**src/rtl/alu_pkg.sv**
```systemverilog
// Shared types for the multi-cycle ALU: op codes, flag vector layout, FSM states.
package alu_pkg;

    typedef enum logic [2:0] {
        OP_ADD  = 3'b000,
        OP_SUB  = 3'b001,
        OP_AND  = 3'b010,
        OP_ORR  = 3'b011,
        OP_EOR  = 3'b100,
        OP_MUL  = 3'b101,
        OP_RSV6 = 3'b110,
        OP_RSV7 = 3'b111
    } alu_op_t;

    typedef struct packed {
        logic n;
        logic z;
        logic c;
        logic v;
    } alu_flags_t;

    typedef enum logic {
        IDLE = 1'b0,
        BUSY = 1'b1
    } state_t;

endpackage

```
**src/rtl/mul_iter.sv**
```systemverilog
// Radix-2 shift-add multiplier datapath: load latches operands, each step retires one bit.
// prod is the accumulator value after the current step, so the caller can capture it on the last step.
module mul_iter
    import alu_pkg::*;
#(
    parameter int N = 32
) (
    input  logic         clk,
    input  logic         reset,
    input  logic         load,
    input  logic         step,
    input  logic [N-1:0] a,
    input  logic [N-1:0] b,
    output logic [N-1:0] prod,
    output logic         last
);

    localparam int CNT_W = $clog2(N + 1);

    logic [N-1:0]     acc;
    logic [N-1:0]     mplier;
    logic [N-1:0]     mcand;
    logic [CNT_W-1:0] cnt;

    // Only the low N bits of the product are kept, so the shifted multiplier may drop its top bits.
    assign prod = acc + (mcand[0] ? mplier : '0);
    assign last = (cnt == CNT_W'(N - 1));

    always_ff @(posedge clk or posedge reset) begin
        if (reset) begin
            acc    <= '0;
            mplier <= '0;
            mcand  <= '0;
            cnt    <= '0;
        end else if (load) begin
            acc    <= '0;
            mplier <= a;
            mcand  <= b;
            cnt    <= '0;
        end else if (step) begin
            acc    <= prod;
            mplier <= mplier << 1;
            mcand  <= mcand >> 1;
            cnt    <= cnt + CNT_W'(1);
        end
    end

endmodule

```
**src/rtl/alu_multicycle.sv**
```systemverilog
// Multi-cycle ALU: single-cycle ADD/SUB/logic ops, N-cycle shift-add MUL, registered NZCV flags.
// ready drops only while a multiply is in flight; starts seen while busy are dropped, not queued.
module alu_multicycle
    import alu_pkg::*;
#(
    parameter int N = 32
) (
    input  logic         clk,
    input  logic         reset,
    input  logic         start,
    input  logic [N-1:0] a,
    input  logic [N-1:0] b,
    input  logic [2:0]   alu_ctl,
    output logic         ready,
    output logic         done,
    output logic [N-1:0] result,
    output logic [3:0]   flags
);

    state_t     state;
    state_t     state_next;
    alu_op_t    op;

    logic         is_sub;
    logic [N-1:0] bb;
    logic [N:0]   sum;
    logic [N-1:0] sc_result;
    logic         sc_c;
    logic         sc_v;

    logic         mul_load;
    logic         mul_step;
    logic [N-1:0] mul_prod;
    logic         mul_last;

    logic         cmp_en;
    logic [N-1:0] cmp_result;
    alu_flags_t   cmp_flags;

    assign op    = alu_op_t'(alu_ctl);
    assign ready = (state == IDLE);

    // SUB reuses the adder with inverted b and carry-in 1, so C comes out as not-borrow.
    always_comb begin
        is_sub    = (op == OP_SUB);
        bb        = is_sub ? ~b : b;
        sum       = {1'b0, a} + {1'b0, bb} + {{N{1'b0}}, is_sub};
        sc_result = '0;
        sc_c      = 1'b0;
        sc_v      = 1'b0;
        case (op)
            OP_ADD, OP_SUB: begin
                sc_result = sum[N-1:0];
                sc_c      = sum[N];
                sc_v      = (a[N-1] == bb[N-1]) && (sum[N-1] != a[N-1]);
            end
            OP_AND:  sc_result = a & b;
            OP_ORR:  sc_result = a | b;
            OP_EOR:  sc_result = a ^ b;
            default: sc_result = '0;
        endcase
    end

    always_comb begin
        state_next = state;
        mul_load   = 1'b0;
        mul_step   = 1'b0;
        cmp_en     = 1'b0;
        cmp_result = '0;
        cmp_flags  = '0;
        case (state)
            IDLE: begin
                if (start) begin
                    if (op == OP_MUL) begin
                        mul_load   = 1'b1;
                        state_next = BUSY;
                    end else begin
                        cmp_en      = 1'b1;
                        cmp_result  = sc_result;
                        cmp_flags.c = sc_c;
                        cmp_flags.v = sc_v;
                    end
                end
            end
            BUSY: begin
                mul_step = 1'b1;
                if (mul_last) begin
                    cmp_en     = 1'b1;
                    cmp_result = mul_prod;
                    state_next = IDLE;
                end
            end
            default: state_next = IDLE;
        endcase
        cmp_flags.n = cmp_result[N-1];
        cmp_flags.z = (cmp_result == '0);
    end

    always_ff @(posedge clk or posedge reset) begin
        if (reset) begin
            state  <= IDLE;
            done   <= 1'b0;
            result <= '0;
            flags  <= '0;
        end else begin
            state <= state_next;
            done  <= cmp_en;
            if (cmp_en) begin
                result <= cmp_result;
                flags  <= cmp_flags;
            end
        end
    end

    mul_iter #(.N(N)) u_mul_iter (
        .clk   (clk),
        .reset (reset),
        .load  (mul_load),
        .step  (mul_step),
        .a     (a),
        .b     (b),
        .prod  (mul_prod),
        .last  (mul_last)
    );

endmodule

```
**config.mk**
```make
export PLATFORM = sky130hd
export DESIGN_NAME = alu_multicycle
export DESIGN_NICKNAME = d
export VERILOG_FILES = /design/src/rtl/alu_pkg.sv /design/src/rtl/mul_iter.sv /design/src/rtl/alu_multicycle.sv
export SDC_FILE = /design/constraint.sdc
export NUM_CORES = 1
export LEC_CHECK = 0
export ABC_AREA = 1
export BUFFER_PORTS_ARGS = -buffer_cell sky130_fd_sc_hd__buf_2
export CAP_MARGIN = 20
export CORE_MARGIN = 8
export CORE_UTILIZATION = 65
export CTS_BUF_LIST = sky130_fd_sc_hd__clkbuf_8
export DETAILED_ROUTE_END_ITERATION = 12
export MAX_ROUTING_LAYER = met4
export PLACE_DENSITY = 0.83
export SLEW_MARGIN = 0
export SYNTH_ARGS = -nofsm -noshare
export SYNTH_HDL_FRONTEND = slang
export SYNTH_SLANG_ARGS = --single-unit
```
**constraint.sdc**
```tcl
create_clock -name clk -period 6.7 [get_ports clk]
set_input_delay 0.67 -clock clk [delete_from_list [all_inputs] [get_ports clk]]
set_output_delay 0.67 -clock clk [all_outputs]
set_load 0.02 [all_outputs]
```
==> impl_metrics.toml, run 1 <==
[outcome]
outcome = "finished, final reports clean"

[timing]
max_slew_margin_pct = 24.5
worst_pin_slew_ns = 1.13
drv_slew = 0
fmax_ghz = 0.249
fin_skew_ns = 0.0233
layout_setup_ws_ns = 2.69
finalSetupViolCount = 0
hold_viol_final = 0
setup-tns-final_ns = 0
period_share_pct = 59.8
rsz0062_at_grt = "false"
period_needed_ns = 4.01

[critical_path]
cp_max_fo = 34
r2r_start = "u_mul_iter.mcand[0]$_DFFE_PP0P_"
critPathRequiredTime_ns = 7.12
criticalPathCategory = "primary input to flop"
endpoint_kind = "flop"
startpoint_type = "primary input"
regToRegSetupSlack_ns = 2.93
r2r-end = "flags[2]$_DFFE_PP0P_"
critPathLaunch = "alu_ctl[1]"
reg2reg_depth = 17
cp.arrival_ns = 4.43

[yosys]
ys_types = 53
netlist_top_cells_area = "dfrtp_1 (27%), nand2_1 (19%), ha_1 (13%)"
synth-main-ff-cell = "dfrtp_1"
netlist_top_cells_count = "nand2_1 (643), inv_1 (271), nor2_1 (143), dfrtp_1 (139), ha_1 (133)"
ys_seq_elements = 139
ys_seq_area_share_pct = 27.2
syn_area_um2 = 12800
synth_warnings = 0
syn-num-nets = 2121
netlist.area_leader.share_pct = 27.2
synthCells = 1916
synth_edf_count = 0
yosysTopAreaCell = "dfrtp_1"
synth.most_common_cell = "nand2_1"
async_reset_ff_share_pct = 100
avgSynthCellArea_um2 = 6.68

[cts]
cts_resized = 0
cts_tree = "built"
clk_latency_ns = 0.48
cts.path.max_buffers = 2
hold_buffers = 0
postCtsSetupBuffers = 0
cts_htree_levels = 4
cts.sinks = 139
clk_pin_slew_worst_paths_ns = 0.11
ctsRootBufferMaster = "clkbuf_8"
cts_made_buffers = 17

[power]
switching_share_pct = 45.3
p_leak_uw = 0.00786
p_int_uw = 1950
p_per_area_nw_per_um2 = 257
p_comb_share_pct = 43.0
p_switching_uw = 1610
total_power_uw = 3560
sequentialPowerShare_pct = 37.1
ir_drop_v = 0.000143
power_frac_clock_pct = 19.9

[die]
start_util_pct = 65.9
die_w_um = 156
dieHeight_um = 156
core_um2 = 19400
ios = 108
row_count = 51
die-area_um2 = 24400

[global_route]
antenna_found_initial = 1
grt-ovfl-total = 0
grt_use_total_pct = 35.4
grt_pass1_wl_um = 66200
grt_pass1_vias = 12800
grt_max_degree = 82

[layout]
drive_above_1_share_pct = 9.23
fin_nets = 2197
area_growth_pct = 8.31
fillCellCount = 1744
final_util_pct = 71.4

[flow_run]
maxCapViolations = 0

[route]
viasPerCell = 5.98
drt-total-wl_um = 42200
wl_per_cell_um = 18.6
drc = 0
first_pass_iters = 6
drt_iter0_drc = 1403
vias = 13600
ant_nets = 0

[placement]
place.port_buffers = 107
place_ws_ns = 2.28
hpwl_um = 33100
place.gp.congestion = 1.01

[hold_path]
hold_class = "primary input to asynchronous set/reset pin"
## layout make-up
cell class,count,area [µm²],area share [%]
multi-input cells,1441,8000,57.7
flip-flops and latches,139,3480,25.1
inverters,277,1050,7.56
repair buffers,116,603,4.35
well taps,265,332,2.39
clock buffers,17,234,1.69
clock inverters,15,158,1.14
diodes,1,2.50,0.0181
## power by group through the flow
stage | Sequential (µW) | Clock, µW | Combinational (µW)
global placement | 1310 | 0 | 1450
detailed placement | 1320 | 0 | 1490
floorplan | 1310 | 0 | 1050
finish | 1320 | 709 | 1530
global route | 1340 | 751 | 1700
CTS | 1310 | 715 | 1500
## critical path, cell delays in order
cell     delay [ns]
buf_2          0.15
inv_2          0.12
nand3_4        0.50
xor2_1         0.33
ha_1           0.42
nand2_1        0.14
nor2_1         0.14
inv_1          0.10
nor3_1         0.34
nand3_1        0.23
nand3_1        0.14
nand2_1        0.05
nand3_1        0.06
nand2_1        0.09
nand2_1        0.15
nand2_1        0.08
nor2_1         0.19
nand4_1        0.17
nor2_1         0.12
nand3_1        0.08
nand2_1        0.07
## state kept, by name (all words and copies together), names as in the netlist
name	cells
u_mul_iter.cnt	6
u_mul_iter.mplier	32
u_mul_iter.mcand	32
result	32
state	1
flags	3
done	1
u_mul_iter.acc	32
## worst max-delay path by stage
stage                            to  slack, ns
6_report       flags[2]$_DFFE_PP0P_       2.69
2_1_floorplan        done$_DFF_PP0_       2.31
3_5_place_dp   flags[2]$_DFFE_PP0P_       2.28
5_1_grt        flags[2]$_DFFE_PP0P_       2.50
3_3_place_gp   flags[2]$_DFFE_PP0P_       2.39
4_1_cts        flags[2]$_DFFE_PP0P_       2.78
## cells in the final DEF (no fill, tap or decap), drive strengths merged, types with 3 or more instances in the layout
master    count
nand3b       17
o211ai       62
o21bai        8
nor3         24
xnor2         3
o21ai        55
xor2         35
a221oi       25
a32o         13
ha          133
nor2        145
inv         284
dfrtp       139
nand3       132
nand2       654
clkinv        3
clkbuf       17
nand4        34
or2           6
clkinvlp      4
a21oi        77
buf         116
## cells by family after synthesis
kind of cell             share of synthesized area, %
adder cells (fa/ha/maj)                          13.3
XOR/XNOR                                         2.60
buffers and inverters                            10.4
AO/OA/AOI/OAI                                    13.2
flip-flops                                       27.2
AND/OR/NAND/NOR                                  33.3
## layer usage
metal,global-route usage (%),up-vias,part of all wire [%]
li1,-,6393,-
met1,46.5,6352,42
met2,54.0,719,45
met3,6.07,121,9.7
met4,13.8,0,3.5
met5,-,-,0
## per-stage QoR
stage | hold WS, ns | cells | area, µm²
detailed placement | 0.462 | 2238 | 13500
floorplan | 0.446 | 1916 | 12800
global placement | 0.458 | 2238 | 13500
CTS | 0.339 | 2270 | 13900
global route | 0.350 | 2271 | 13900
finish | 0.278 | 2271 | 13900
No activity file was read; power rests on OpenSTA's default activity.
==> run 2, diff against run 1 <==
--- a/config.mk
+++ b/config.mk
@@ -9,11 +9,11 @@
 export BUFFER_PORTS_ARGS = -buffer_cell sky130_fd_sc_hd__buf_2
 export CAP_MARGIN = 20
 export CORE_MARGIN = 8
-export CORE_UTILIZATION = 65
+export CORE_UTILIZATION = 57
 export CTS_BUF_LIST = sky130_fd_sc_hd__clkbuf_8
 export DETAILED_ROUTE_END_ITERATION = 12
 export MAX_ROUTING_LAYER = met4
-export PLACE_DENSITY = 0.83
+export PLACE_DENSITY = 0.77
 export SLEW_MARGIN = 0
 export SYNTH_ARGS = -nofsm -noshare
 export SYNTH_HDL_FRONTEND = slang
==> constraint.sdc (replaced) <==
create_clock -name clk -period 3.2 [get_ports clk]
set_input_delay 0.32 -clock clk [delete_from_list [all_inputs] [get_ports clk]]
set_output_delay 0.32 -clock clk [all_outputs]
set_load 0.02 [all_outputs]
==> run 2 against run 1 <==
- count of clock-buffer cells in the layout grew 1
- worst setup slack lost 2.6 ns
- clock power increased by 100%
- core utilization shrank 5.2 points
- flip-flop and latch count did not move
- combinational power grew 130%
- die area grew 13%
- total power increased by 110%
- register-to-register slack lost 2.8 ns
- routed wire length is 2.2% higher
- sequential share of layout area is 1.6 points lower
- critical path type is now flop to flop
- critical endpoint unchanged
- highest routed layer unchanged
==> impl_metrics.toml, run 2 (synthesis gave the netlist of run 1 again) <==
[die]
dieHeight_um = 166
row_count = 55
die-area_um2 = 27500
start_util_pct = 57.2
die_w_um = 166
core_um2 = 22400
ios = 108

[power]
total_power_uw = 7610
p_leak_uw = 0.00841
p_per_area_nw_per_um2 = 514
ir_drop_v = 0.000307

[layout]
num_antenna_cells = 0
final_util_pct = 66.2
layout_common_cells = "nand2_1 (643), inv_1 (270), nor2_1 (140)"
drive_above_1_share_pct = 14.5
fin_nets = 2307
area_growth_pct = 15.7
final_common_cell = "nand2_1"

[global_route]
grt_pass1_wl_um = 67500
grt_pass1_vias = 12800
grt-ovfl-total = 0
grt_use_total_pct = 31.3
antenna_found_initial = 0
grt_max_degree = 140

[route]
wl_per_cell_um = 18.0
drc = 0
viasPerCell = 5.58
vias = 13400
first_pass_iters = 6
drt-total-wl_um = 43100
ant_nets = 0
drt_iter0_drc = 1440

[critical_path]
endpoint_kind = "flop"
startpoint_type = "flop"
endpoint = "flags[2]$_DFFE_PP0P_"
critPathLaunch = "u_mul_iter.mcand[0]$_DFFE_PP0P_"
r2r_start = "u_mul_iter.mcand[0]$_DFFE_PP0P_"
cp_cell_sequence = "buf_12 > nand2_1 > inv_1 > ha_1 > nand4_1 > nor3_1 > nand3_2 > nand2_1 > nand2_1 > nand4_1 > nand2_1 > nor2_1 > nand2_1 > nor3_2 > nand3_1 > nand2_1"
critPathRequiredTime_ns = 3.60
r2r-end = "flags[2]$_DFFE_PP0P_"
critPathTopFamily = "simple AND/OR/NAND/NOR gates"
cp_slowest_stage_delay_ns = 0.46
criticalPathCategory = "flop to flop"
cp_common_cell = "nand2_1"
crit_slowest_cell = "dfrtp_2"
regToRegSetupSlack_ns = 0.13
path_buf_inv = 2
cp_num_cells = 16
reg2reg_depth = 16
cp_max_fo = 26
cp.arrival_ns = 3.47

[outcome]
outcome = "finished, final reports clean"

[timing]
drv_slew = 0
period_share_pct = 95.8
worst_pin_slew_ns = 0.965
fin_skew_ns = 0.0182
fmax_ghz = 0.326
period_needed_ns = 3.07
rsz0062_at_grt = "false"
max_slew_margin_pct = 35.6
finalSetupViolCount = 0
hold_viol_final = 0

[hold_path]
hold_class = "primary input to asynchronous set/reset pin"

[cts]
ctsRootBufferMaster = "clkbuf_8"
cts.sinks = 139
cts.path.max_buffers = 2
cts_made_buffers = 17
clk_pin_slew_worst_paths_ns = 0.10
clk_latency_ns = 0.47
cts_tree = "built"
cts_htree_levels = 4

[placement]
place.gp.congestion = 1.05
place.port_buffers = 107
hpwl_um = 34300

[flow_run]
maxCapViolations = 0
[run 2: tightest hold or removal path: stages]
cell and delay (ns):
buf_2 0.11, clkinvlp_4 0.08, buf_12 0.53
[run 2: per-stage QoR]
step / cell area, µm² / worst slack [ns] / hold WS (ns) / TNS [ns] / cells
after floorplan: 12800 / 0.273 / 0.446 / 0 / 1916
after global placement: 14400 / -0.633 / 0.457 / -0.703 / 2365
after detailed placement: 14400 / -0.641 / 0.459 / -0.730 / 2365
after CTS: 14700 / 0.0646 / 0.112 / 0 / 2397
after global routing: 14800 / 0.00485 / 0.111 / 0 / 2400
final: 14800 / 0.134 / 0.0452 / 0 / 2400
[run 2: what timing repair did]
action,4_1_cts,5_1_grt
hold buffers,0,0
pin swaps,0,2
setup buffers,0,3
endpoints found under the setup margin,1,1
gates resized for setup,2,12
[run 2: how the worst min path moves through the flow]
stage                             startpoint                            end  slack (ns)  cells after the start
4_1_cts                                reset  u_mul_iter.acc[0]$_DFFE_PP0P_        0.11                      3
3_3_place_gp          result[15]$_DFFE_PP0P_         result[15]$_DFFE_PP0P_        0.46                      2
5_1_grt                                reset  u_mul_iter.acc[1]$_DFFE_PP0P_        0.11                      3
2_1_floorplan  u_mul_iter.acc[2]$_DFFE_PP0P_  u_mul_iter.acc[2]$_DFFE_PP0P_        0.45                      2
6_report                               reset  u_mul_iter.acc[0]$_DFFE_PP0P_        0.05                      3
3_5_place_dp           result[7]$_DFFE_PP0P_          result[7]$_DFFE_PP0P_        0.46                      2
[run 2: per-layer routing]
metal | part of all wire, % | GRT usage [%] | wire, µm | up-vias
met5 | 0 | - | 0 | -
met4 | 2.7 | 8.81 | 1150 | 0
met3 | 7.4 | 5.97 | 3170 | 73
met2 | 46 | 50.0 | 19700 | 485
met1 | 44 | 40.1 | 19100 | 6217
li1 | - | - | - | 6605
[run 2: area by class of cell]
cell class	count	area [µm²]
Multi-Input combinational cell	1441	8030
Clock buffer	18	248
Fill cell	2042	7560
Timing Repair Buffer	226	1520
Sequential cell	139	3480
Tap cell	285	357
Clock inverter	14	123
Inverter	277	1050
[run 2: power by group]
| part | switching, µW | internal, µW |
|---|---|---|
| clock | 861 | 588 |
| combinational | 2150 | 1290 |
| sequential | 384 | 2330 |
==> run 3, diff against run 2 <==
--- a/config.mk
+++ b/config.mk
@@ -9,11 +9,11 @@
 export BUFFER_PORTS_ARGS = -buffer_cell sky130_fd_sc_hd__buf_2
 export CAP_MARGIN = 20
 export CORE_MARGIN = 8
-export CORE_UTILIZATION = 57
+export CORE_UTILIZATION = 63
 export CTS_BUF_LIST = sky130_fd_sc_hd__clkbuf_8
 export DETAILED_ROUTE_END_ITERATION = 12
 export MAX_ROUTING_LAYER = met4
-export PLACE_DENSITY = 0.77
+export PLACE_DENSITY = 0.8
 export SLEW_MARGIN = 0
 export SYNTH_ARGS = -nofsm -noshare
 export SYNTH_HDL_FRONTEND = slang
==> constraint.sdc (replaced) <==
create_clock -name clk -period 3.3 [get_ports clk]
set_input_delay 0.33 -clock clk [delete_from_list [all_inputs] [get_ports clk]]
set_output_delay 0.33 -clock clk [all_outputs]
set_load 0.02 [all_outputs]
==> run 3 against run 2 <==
- critical endpoint unchanged
- total power shrank 4.9%
- highest routed layer unchanged
- final cell count shrank 4.0%
- clock skew grew 0.0053 ns
- routed wire length shrank 1.9%
- core utilization grew 4.1 points
- sequential share of layout area grew 1.1 points
- count of clock-buffer cells in the layout shrank 1
- cell area shrank 4.5%
- clock power shrank 3%
- largest power group unchanged
- global-route usage grew 3.9 points
==> impl_metrics.toml, run 3 (synthesis gave the netlist of run 1 again) <==
[placement]
hpwl_um = 33600
place.gp.congestion = 1.05
placed_cells = 2272
place.port_buffers = 107
place_ws_ns = -0.144
dpl_cell_area_um2 = 13700

[power]
p_comb_share_pct = 44.1
switching_share_pct = 45.6
p_int_uw = 3930
p_leak_uw = 0.00801
ir_drop_v = 0.000269
power_frac_clock_pct = 19.3
p_switching_uw = 3300
p_per_area_nw_per_um2 = 512
sequentialPowerShare_pct = 36.6

[route]
vias = 13400
dr_wl_met2_um = 19600
drt_iter0_drc = 1262
first_pass_iters = 6
met1_length_um = 17800
ant_nets = 0
drt-total-wl_um = 42300
viasPerCell = 5.84
highest_layer = "met4"
wl_met3_um = 3520
drc = 0
wl_per_cell_um = 18.3

[layout]
num_antenna_cells = 0
final_util_pct = 70.3
layout_common_cells = "nand2_1 (643), inv_1 (271), nor2_1 (140)"
fillCellCount = 1731
area_growth_pct = 10.5
drive_above_1_share_pct = 10.8
final_common_cell = "nand2_1"
finalNonFillerCells = 2304
stdcell_area_um2 = 14100
fin_nets = 2226

[cts]
ctsRootBufferMaster = "clkbuf_8"
cts.sinks = 139
clk_latency_ns = 0.47
cts_tree = "built"
cts_htree_levels = 4
cts.path.max_buffers = 2
clk_pin_slew_worst_paths_ns = 0.11
postCtsSetupBuffers = 0
cts_resized = 0
hold_buffers = 0
cts_made_buffers = 17

[global_route]
grt_max_degree = 79
grt_pass1_vias = 12800
antenna_found_initial = 0
grt_pass1_wl_um = 66700
grt_use_total_pct = 35.2
grt-ovfl-total = 0

[flow_run]
maxCapViolations = 0

[timing]
max_slew_margin_pct = 32.5
worst_pin_slew_ns = 1.01
hold_slack_ns = 0.0530
drv_slew = 0
period_needed_ns = 3.11
finalSetupViolCount = 0
hold_viol_final = 0
layout_setup_ws_ns = 0.185
fin_skew_ns = 0.0235
fmax_ghz = 0.321
period_share_pct = 94.4
rsz0062_at_grt = "false"

[die]
die-area_um2 = 25100
core_um2 = 20100
start_util_pct = 63.6
ios = 108
row_count = 52
dieHeight_um = 158
die_w_um = 158

[outcome]
outcome = "finished, final reports clean"

[critical_path]
critPathRequiredTime_ns = 3.70
startpoint_type = "flop"
endpoint_kind = "flop"
criticalPathCategory = "flop to flop"
cp.arrival_ns = 3.51
cp_max_fo = 6

[hold_path]
hold_class = "primary input to asynchronous set/reset pin"
run 3: worst paths after layout:
| path | from | endpoint | slack (ns) | depth (start not counted) |
|---|---|---|---|---|
| min in group clk | b[1] | u_mul_iter.mcand[1]$_DFFE_PP0P_ | 0.19 | 3 |
| max in group asynchronous | reset | u_mul_iter.mcand[0]$_DFFE_PP0P_ | 2.41 | 3 |
| worst min-delay path | reset | u_mul_iter.acc[2]$_DFFE_PP0P_ | 0.05 | 2 |
| worst max register to register | u_mul_iter.mcand[0]$_DFFE_PP0P_ | flags[2]$_DFFE_PP0P_ | 0.19 | 17 |
| worst min register to register | result[10]$_DFFE_PP0P_ | result[10]$_DFFE_PP0P_ | 0.49 | 2 |
| worst max-delay path | u_mul_iter.mcand[0]$_DFFE_PP0P_ | flags[2]$_DFFE_PP0P_ | 0.19 | 17 |
run 3: critical path, cell delays in order (launching register included):
cell	delay, ns
dfrtp_2	0.47
nand2_1	0.11
inv_1	0.05
ha_1	0.26
fa_2	0.44
o21ai_0	0.41
nor2_1	0.11
nor2_1	0.15
nand2_1	0.07
nor2_1	0.14
nand2_1	0.07
nor2_1	0.14
nand3_1	0.09
nor2_1	0.19
nand4_1	0.13
nor2_1	0.10
nand3_1	0.08
nand2_1	0.06
run 3: final cells by class:
cell class                 instances  area [µm²]  area share (%)
clock buffer                      17         234            1.66
inverter                         277        1050            7.40
sequential                       139        3480            24.6
clock inverter                    15         136           0.965
timing repair buffer             145         896            6.34
tap                              270         338            2.39
multi-input combinational       1441        8000            56.6
run 3: power by group through the flow:
stage | Combinational, µW | Clock, µW | Sequential, µW
floorplan | 2130 | 0 | 2670
global placement | 3040 | 0 | 2640
detailed placement | 3110 | 0 | 2660
CTS | 3130 | 1400 | 2630
global route | 3550 | 1460 | 2700
finish | 3190 | 1400 | 2650
run 3: per-layer routing:
| metal | vias up | GRT usage (%) |
|---|---|---|
| met3 | 88 | 5.16 |
| met4 | 0 | 12.4 |
| met2 | 607 | 55.8 |
| met1 | 6327 | 45.5 |
| li1 | 6422 | - |
| met5 | - | - |
run 3: per-stage QoR:
stage	total power, µW	setup TNS, ns
after floorplan	4800	0
after global placement	5670	-0.121
after detailed placement	5770	-0.144
after CTS	7160	0
after global routing	7710	0
final	7230	0
